--- src/rtl/regfile_wb_arbiter.sv ---
// Purpose : merges two writeback sources into one register-file write per cycle, in order, with no lost writes.
// Latency : 1 cycle from accepted write (empty queue) to o_we_out; queued writes drain one per cycle.
// Backpr. : o_ready drops when occupancy > DEPTH-2; a source holding valid while o_ready=0 is not accepted.
//
// Ports:
//   i_clk, i_rst                        clock, asynchronous active-high reset
//   i_valid_a/i_addr_a/i_data_a         pipe A writeback
//   i_valid_b/i_addr_b/i_data_b         pipe B writeback (younger than A in the same cycle)
//   o_ready                             both sources may transfer this cycle
//   o_we_out/o_addr_out/o_wd_out        register-file write port (WE3/ADDR3/WD3)
//   o_pending                           queue occupancy
//   o_idle                              queue empty and no write on the port
//   i_lookup_addr/o_hit/o_hit_data      forwarding lookup, present only with WB_BYPASS_EN defined
//
// Optional feature macro: WB_BYPASS_EN

module regfile_wb_arbiter #(
    parameter int ADDR_WIDTH = 5,
    parameter int DATA_WIDTH = 32,
    parameter int DEPTH      = 4
) (
    input  logic                         i_clk,
    input  logic                         i_rst,
    input  logic                         i_valid_a,
    input  logic [ADDR_WIDTH-1:0]        i_addr_a,
    input  logic [DATA_WIDTH-1:0]        i_data_a,
    input  logic                         i_valid_b,
    input  logic [ADDR_WIDTH-1:0]        i_addr_b,
    input  logic [DATA_WIDTH-1:0]        i_data_b,
    output logic                         o_ready,
    output logic                         o_we_out,
    output logic [ADDR_WIDTH-1:0]        o_addr_out,
    output logic [DATA_WIDTH-1:0]        o_wd_out,
    output logic [$clog2(DEPTH+1)-1:0]   o_pending,
    output logic                         o_idle
`ifdef WB_BYPASS_EN
    ,
    input  logic [ADDR_WIDTH-1:0]        i_lookup_addr,
    output logic                         o_hit,
    output logic [DATA_WIDTH-1:0]        o_hit_data
`endif
);

    localparam int CW = $clog2(DEPTH+1);
    localparam logic [CW-1:0] RDY_MAX = CW'(DEPTH-2);

    typedef struct packed {
        logic [ADDR_WIDTH-1:0] addr;
        logic [DATA_WIDTH-1:0] data;
    } wr_t;

    // Queue is kept as a shift register: entry 0 is the oldest (head).
    wr_t                   r_q [DEPTH];
    logic [CW-1:0]         r_count;
    logic                  r_we;
    logic [ADDR_WIDTH-1:0] r_addr;
    logic [DATA_WIDTH-1:0] r_wd;

    wr_t                   w_q_nxt [DEPTH];
    logic [CW-1:0]         w_cnt_nxt;
    logic                  w_ready;
    logic                  w_a_acc;
    logic                  w_b_acc;
    logic                  w_pop;
    logic                  w_out_vld;
    wr_t                   w_out;
    wr_t                   w_wr_a;
    wr_t                   w_wr_b;

    assign w_ready = (r_count <= RDY_MAX);

    // Writes to x0 are consumed here and never reach the queue or the port.
    assign w_a_acc = i_valid_a && w_ready && (i_addr_a != '0);
    assign w_b_acc = i_valid_b && w_ready && (i_addr_b != '0);
    assign w_pop   = (r_count != '0);
    assign w_wr_a  = '{addr: i_addr_a, data: i_data_a};
    assign w_wr_b  = '{addr: i_addr_b, data: i_data_b};

    // Candidate order each cycle: queued entries (oldest first), then A, then B.
    // The first candidate goes to the port; the rest are appended in order.
    always_comb begin
        w_out     = '0;
        w_out_vld = 1'b0;
        w_q_nxt   = r_q;
        w_cnt_nxt = r_count;

        if (w_pop) begin
            w_out     = r_q[0];
            w_out_vld = 1'b1;
            for (int i = 0; i < DEPTH-1; i++) begin
                w_q_nxt[i] = r_q[i+1];
            end
            w_cnt_nxt = r_count - CW'(1);
        end else if (w_a_acc) begin
            w_out     = w_wr_a;
            w_out_vld = 1'b1;
        end else if (w_b_acc) begin
            w_out     = w_wr_b;
            w_out_vld = 1'b1;
        end

        // A is appended only when the queue head took the port slot.
        if (w_pop && w_a_acc) begin
            for (int i = 0; i < DEPTH; i++) begin
                if (CW'(i) == w_cnt_nxt) w_q_nxt[i] = w_wr_a;
            end
            w_cnt_nxt = w_cnt_nxt + CW'(1);
        end

        // B is appended whenever something older than it took the port slot.
        if (w_b_acc && (w_pop || w_a_acc)) begin
            for (int i = 0; i < DEPTH; i++) begin
                if (CW'(i) == w_cnt_nxt) w_q_nxt[i] = w_wr_b;
            end
            w_cnt_nxt = w_cnt_nxt + CW'(1);
        end
    end

    always_ff @(posedge i_clk or posedge i_rst) begin
        if (i_rst) begin
            for (int i = 0; i < DEPTH; i++) begin
                r_q[i] <= '0;
            end
            r_count <= '0;
            r_we    <= 1'b0;
            r_addr  <= '0;
            r_wd    <= '0;
        end else begin
            r_q     <= w_q_nxt;
            r_count <= w_cnt_nxt;
            r_we    <= w_out_vld;
            // Address/data hold their last value when nothing is written.
            if (w_out_vld) begin
                r_addr <= w_out.addr;
                r_wd   <= w_out.data;
            end
        end
    end

    assign o_ready    = w_ready;
    assign o_we_out   = r_we;
    assign o_addr_out = r_addr;
    assign o_wd_out   = r_wd;
    assign o_pending  = r_count;
    assign o_idle     = (r_count == '0) && !r_we;

`ifdef WB_BYPASS_EN
    logic                  w_hit;
    logic [DATA_WIDTH-1:0] w_hit_data;

    // Scan oldest to youngest so the last match (queue tail side) wins.
    always_comb begin
        w_hit      = 1'b0;
        w_hit_data = '0;
        if (i_lookup_addr != '0) begin
            if (r_we && (r_addr == i_lookup_addr)) begin
                w_hit      = 1'b1;
                w_hit_data = r_wd;
            end
            for (int i = 0; i < DEPTH; i++) begin
                if ((CW'(i) < r_count) && (r_q[i].addr == i_lookup_addr)) begin
                    w_hit      = 1'b1;
                    w_hit_data = r_q[i].data;
                end
            end
        end
    end

    assign o_hit      = w_hit;
    assign o_hit_data = w_hit_data;
`endif

endmodule

--- config.mk ---
export PLATFORM = sky130hd
export DESIGN_NAME = regfile_wb_arbiter
export DESIGN_NICKNAME = d
export VERILOG_FILES = /design/src/rtl/regfile_wb_arbiter.sv
export SDC_FILE = /design/constraint.sdc
export NUM_CORES = 1
export LEC_CHECK = 0
export ABC_AREA = 1
export BUFFER_PORTS_ARGS = -buffer_cell sky130_fd_sc_hd__buf_2
export CORE_ASPECT_RATIO = 1.75
export CORE_MARGIN = 3
export CORE_UTILIZATION = 55
export CTS_CLUSTER_SIZE = 14
export DETAILED_ROUTE_END_ITERATION = 8
export HOLD_SLACK_MARGIN = 0.05
export PLACE_DENSITY_LB_ADDON = 0.1
export SYNTH_ARGS = -nofsm -noshare
export SYNTH_HDL_FRONTEND = slang
export SYNTH_SLANG_ARGS = --single-unit
--- constraint.sdc ---
create_clock -name i_clk -period 7.2 [get_ports i_clk]
set_input_delay 0.36 -clock i_clk [delete_from_list [all_inputs] [get_ports i_clk]]
set_output_delay 0.36 -clock i_clk [all_outputs]
set_load 0.05 [all_outputs]
---- After elaboration in Yosys (flattened, before gate mapping) ----
Index checks and enable logic that the tools add are counted.
cells by class
  add/sub/neg operators ................... 3
  magnitude comparators ................... 1
  equality and inequality tests ........... 6
  multiplexer cells ....................... 20
  reduce and logical (&&, ||, !) cells .... 15
operator list
  cell                 number
  $mux 37              11
  $mux 148             2
  $mux 111             1
  $eq 2x3->1 const A   4
  $reduce_bool 5->1    2
  $logic_not 3->1      3
  $mux 3               3
  $logic_and 1x1->1    7
  $add 3x1->3 const B  2
  $eq 1x3->1 const A   2
  $le 3x2->1 const B   1
  $mux 1               3
  $reduce_bool 3->1    1
  $sub 3x1->3 const B  1
  $logic_not 1->1      1
  $logic_or 1x1->1     1
word-level totals
  flip-flop bits (word level) ............. 189
  bits of input ports ..................... 78
  output and inout port bits .............. 43
  word-level logic and storage cells ...... 57

---- Longest topological paths before layout ----
  depth after elaboration ................. 8
  mapped depth ............................ 17
  mapped depth without buffers ............ 16

---- Worst setup path before layout ----
Ideal clock, no wire load.
  path type ............................... register -> register
  from .................................... register r_count[0], in the netlist o_pending[0]
  to ...................................... register r_q[10] (netlist name)
  library setup time ...................... 65 ps
  arrival time ............................ 3063 ps
  required time ........................... 7135 ps
  slack ................................... 4073 ps
  cell stages (with the launch flop) ...... 18
  path buffers ............................ 2
  clock period less this slack ............ 3127 ps
  path through ............................ dfrtp_1 > inv_1 > ha_1 > nand2_4 > xor2_2 > inv_2 > ha_1 > ha_1 > inv_1 > nand4_1 > nand2_2 > inv_1 > ha_1 > nand2_1 > buf_2 > buf_2 > o211ai_1 > nand2_1
RTL lines
  element                   RTL line  RTL
  start: declaration        54        logic [CW-1:0] r_count;
  start signal: assignment  130       r_count <= w_cnt_nxt;
  end signal: assignment    129       r_q <= w_q_nxt;
  end: declaration          53        wr_t r_q [DEPTH];

==> results.md <==
* Die Span Y at 208 um
* Die W at 121 um
* CTS HTree Levels at 4
* Skew-Pair Late Insertion Delay at 0.46 ns
* WP data required at 7.59 ns
* WS Path Type: register to register
* Final Hold Viols at 0
* Commonest non-fill, non-tap cells in the layout: 1084 x nand2_1, 218 x o21ai_0, 189 x dfrtp_1
* Starting Density at 56.0%
* Reg2reg start: o_pending[0]
* Min-Delay Path Class: input pin to asynchronous set/reset pin
* Detailed Place HPWL at 21200 um
* Ys Warns at 0
* Metal2 WL at 20300 um
* Max-slew violation count at 0
* Clk sinks at 189
* RSZ-0062 raised after global routing: false
* CTS root buf: clkbuf_16
* # port buffers at 120
* Post-Route WL at 39400 um
* Endpoint class of the critical path: register
* # rows at 73
* Clock slew at reported path FFs at 0.07 ns
* Core area at 22800 um^2
* Worst Tran Pin Value at 1.25 ns
* DRC errors left at 0
* Placer Congestion at 0.795
* Max stage delay on crit path at 0.86 ns
* Biggest area consumer among synthesized cells: dfrtp_1
* Final period util at 60.6%
* DR WL/cell at 16.8 um
* Cell area after synthesis at 12800 um^2
* Clock Path Buffers at 2
* Placed cell areas at 13100 um^2
* Die Area at 25200 um^2
* Top cell type's share of synthesized area at 37.0%
* Routed vias at 13333
* CTS resizes at 0
* Reg-to-reg critical path endpoint: r_q[144]
* Max_slew headroom at 16.5%
* #FFs+latches synth at 189
* DRT met1 WL at 15300 um
* Min cycle time layout at 4.36 ns
* Netlist cell types at 29
* Max-cap viol count at 0
* Iteration count of the initial detailed-routing pass at 5
* Worst-path cell chain: inv_1, ha_1, nand2_4, xor2_2, inv_2, ha_1, ha_1, inv_1, nand4_1, nand2_2, nor2_4, buf_4, nand3_1, nand2_1
* Sequential share of the synthesized area at 37.0%
* Clock skew at 0.00920 ns
* Total track usage at 31.2%
* Via/cell ratio at 5.70
* R2R Setup Slk at 2.84 ns
* DRT antenna net count at 0
* First-pass GRT wire length at 63700 um
* Non-Filler Cell Area, Final at 13700 um^2
* Largest net degree at the start of global routing at 132
* Most common cell after layout, fill and taps aside: nand2_1
* Max Used Layer: met4
* Met3 wire length at 2390 um
* Area grow syn2layout at 7.21%
* Post-CTS Setup Inserts at 0
* WP data arrival at 4.75 ns
* Hold_buf cts at 0
* Clock buffer count from CTS at 17
* Avg Inst Size Synth at 6.35 um^2
* Max Clock Freq at 229 MHz
* Pleak at 7.38 nW
* DRT iter0 DRCs at 1284
* Vias in the first global route at 12706
* Final nets at 2113
* Fraction of layout cells with a size suffix above 1 at 10.0%
* Most frequent CP cell: ha_1
* Worst path slowest cell: buf_4
* Final setup violation count at 0
* Synth Instances at 2014
* PD cells at 564 nW/um^2
* Crit path launch type: register
* Grt ovf at 0
* Synthesized Nets at 2101
* Reg2reg path depth at 14
* CTS tree: done
* Initial antenna violation count at 1
* Crit-path max FO at 86
* Status: completed
* IO Count at 121
* Peak supply drop at 0.942 mV
* Synth area leaders: dfrtp_1 37%, nand2_1 32%, o21ai_0 8.5%, nand3_1 7.2%, inv_1 2.7%
* TNS Setup at 0 ns
## power by group
part | switching, W | internal [W] | leakage [nW] | total [W]
Sequential | 0.000239 | 0.00158 | 2.37 | 0.00182
Clock | 0.000439 | 0.000585 | 0.297 | 0.00102
Combinational | 0.00352 | 0.00137 | 4.71 | 0.00489
Total | 0.00419 | 0.00354 | 7.38 | 0.00773
## worst max-delay path by stage
stage / from / end / slack, ns / depth (start not counted)
finish: o_pending[0] / r_q[144] / 2.84 / 14
global route: o_pending[0] / r_q[144] / 2.47 / 14
CTS: o_pending[0] / r_q[133] / 2.92 / 14
detailed placement: o_pending[0] / r_q[135] / 2.93 / 14
global placement: o_pending[0] / r_q[129] / 3.02 / 14
floorplan: i_rst / o_addr_out[0] / 1.70 / 1
## cell usage after synthesis, drive strengths merged
cell    instances
nor3            1
clkinv          1
ha              9
or2             1
o21ai         226
nand4           5
dfrtp         189
buf           102
nand3         186
xor2            1
nor2           19
inv            96
a21oi           1
clkbuf         39
nand2        1099
o211ai         39
## kinds of logic (layout without fill, tap and decap cells)
group	count (synthesis)	in the layout	share of synthesized area (%)
AOI/OAI and AO/OA	266	266	11.2
xor gates and xnor gates	1	1	0.127
adders and majority gates	9	9	0.881
buffers and inverters	238	262	9.17
DFF	189	189	37.0
other	0	1	0
and+or+nand+nor	1311	1311	41.6
## metrics by stage
step           hold slack [ns]  total power (W)  utilization, %  worst slack (ns)  std cells
4_1_cts                  0.162          0.00770            60.0              2.92       2338
2_1_floorplan            0.465          0.00570               -              1.70       2014
5_1_grt                  0.181          0.00843            60.0              2.47       2339
3_3_place_gp             0.461          0.00651            57.3              3.02       2307
3_5_place_dp             0.468          0.00665            57.3              2.93       2307
6_report                0.0965          0.00773            60.0              2.84       2339
## final cells by class
cell class | instances | area [um^2]
antenna | 1 | 2.50
clock buffer | 18 | 439
clock inverter | 13 | 173
fill | 2243 | 9130
inverter | 97 | 377
multi-input combinational | 1587 | 6910
sequential | 189 | 4730
tap | 300 | 375
timing repair buffer | 134 | 706
## state kept, by name (all words and copies together) (netlist names)
register and count:
o_addr_out 5, r_q 148, o_pending 3, o_wd_out 32
o_we_out 1
## layer usage
metal / track usage [%] / up-vias
met5: 0 / -
met4: 14.3 / 0
met1: 36.9 / 6324
met2: 55.1 / 531
met3: 4.85 / 99
li1: - / 6379
## worst max-delay path: cells and delay by family, from the launching register on
family        cells  cell delay, ns
xor+xnor          1            0.38
flops             1            0.39
simple gates      6            1.53
fa+ha+maj         3            0.68
buf+inv           4            1.15
(Power assumes the default switching activity.)
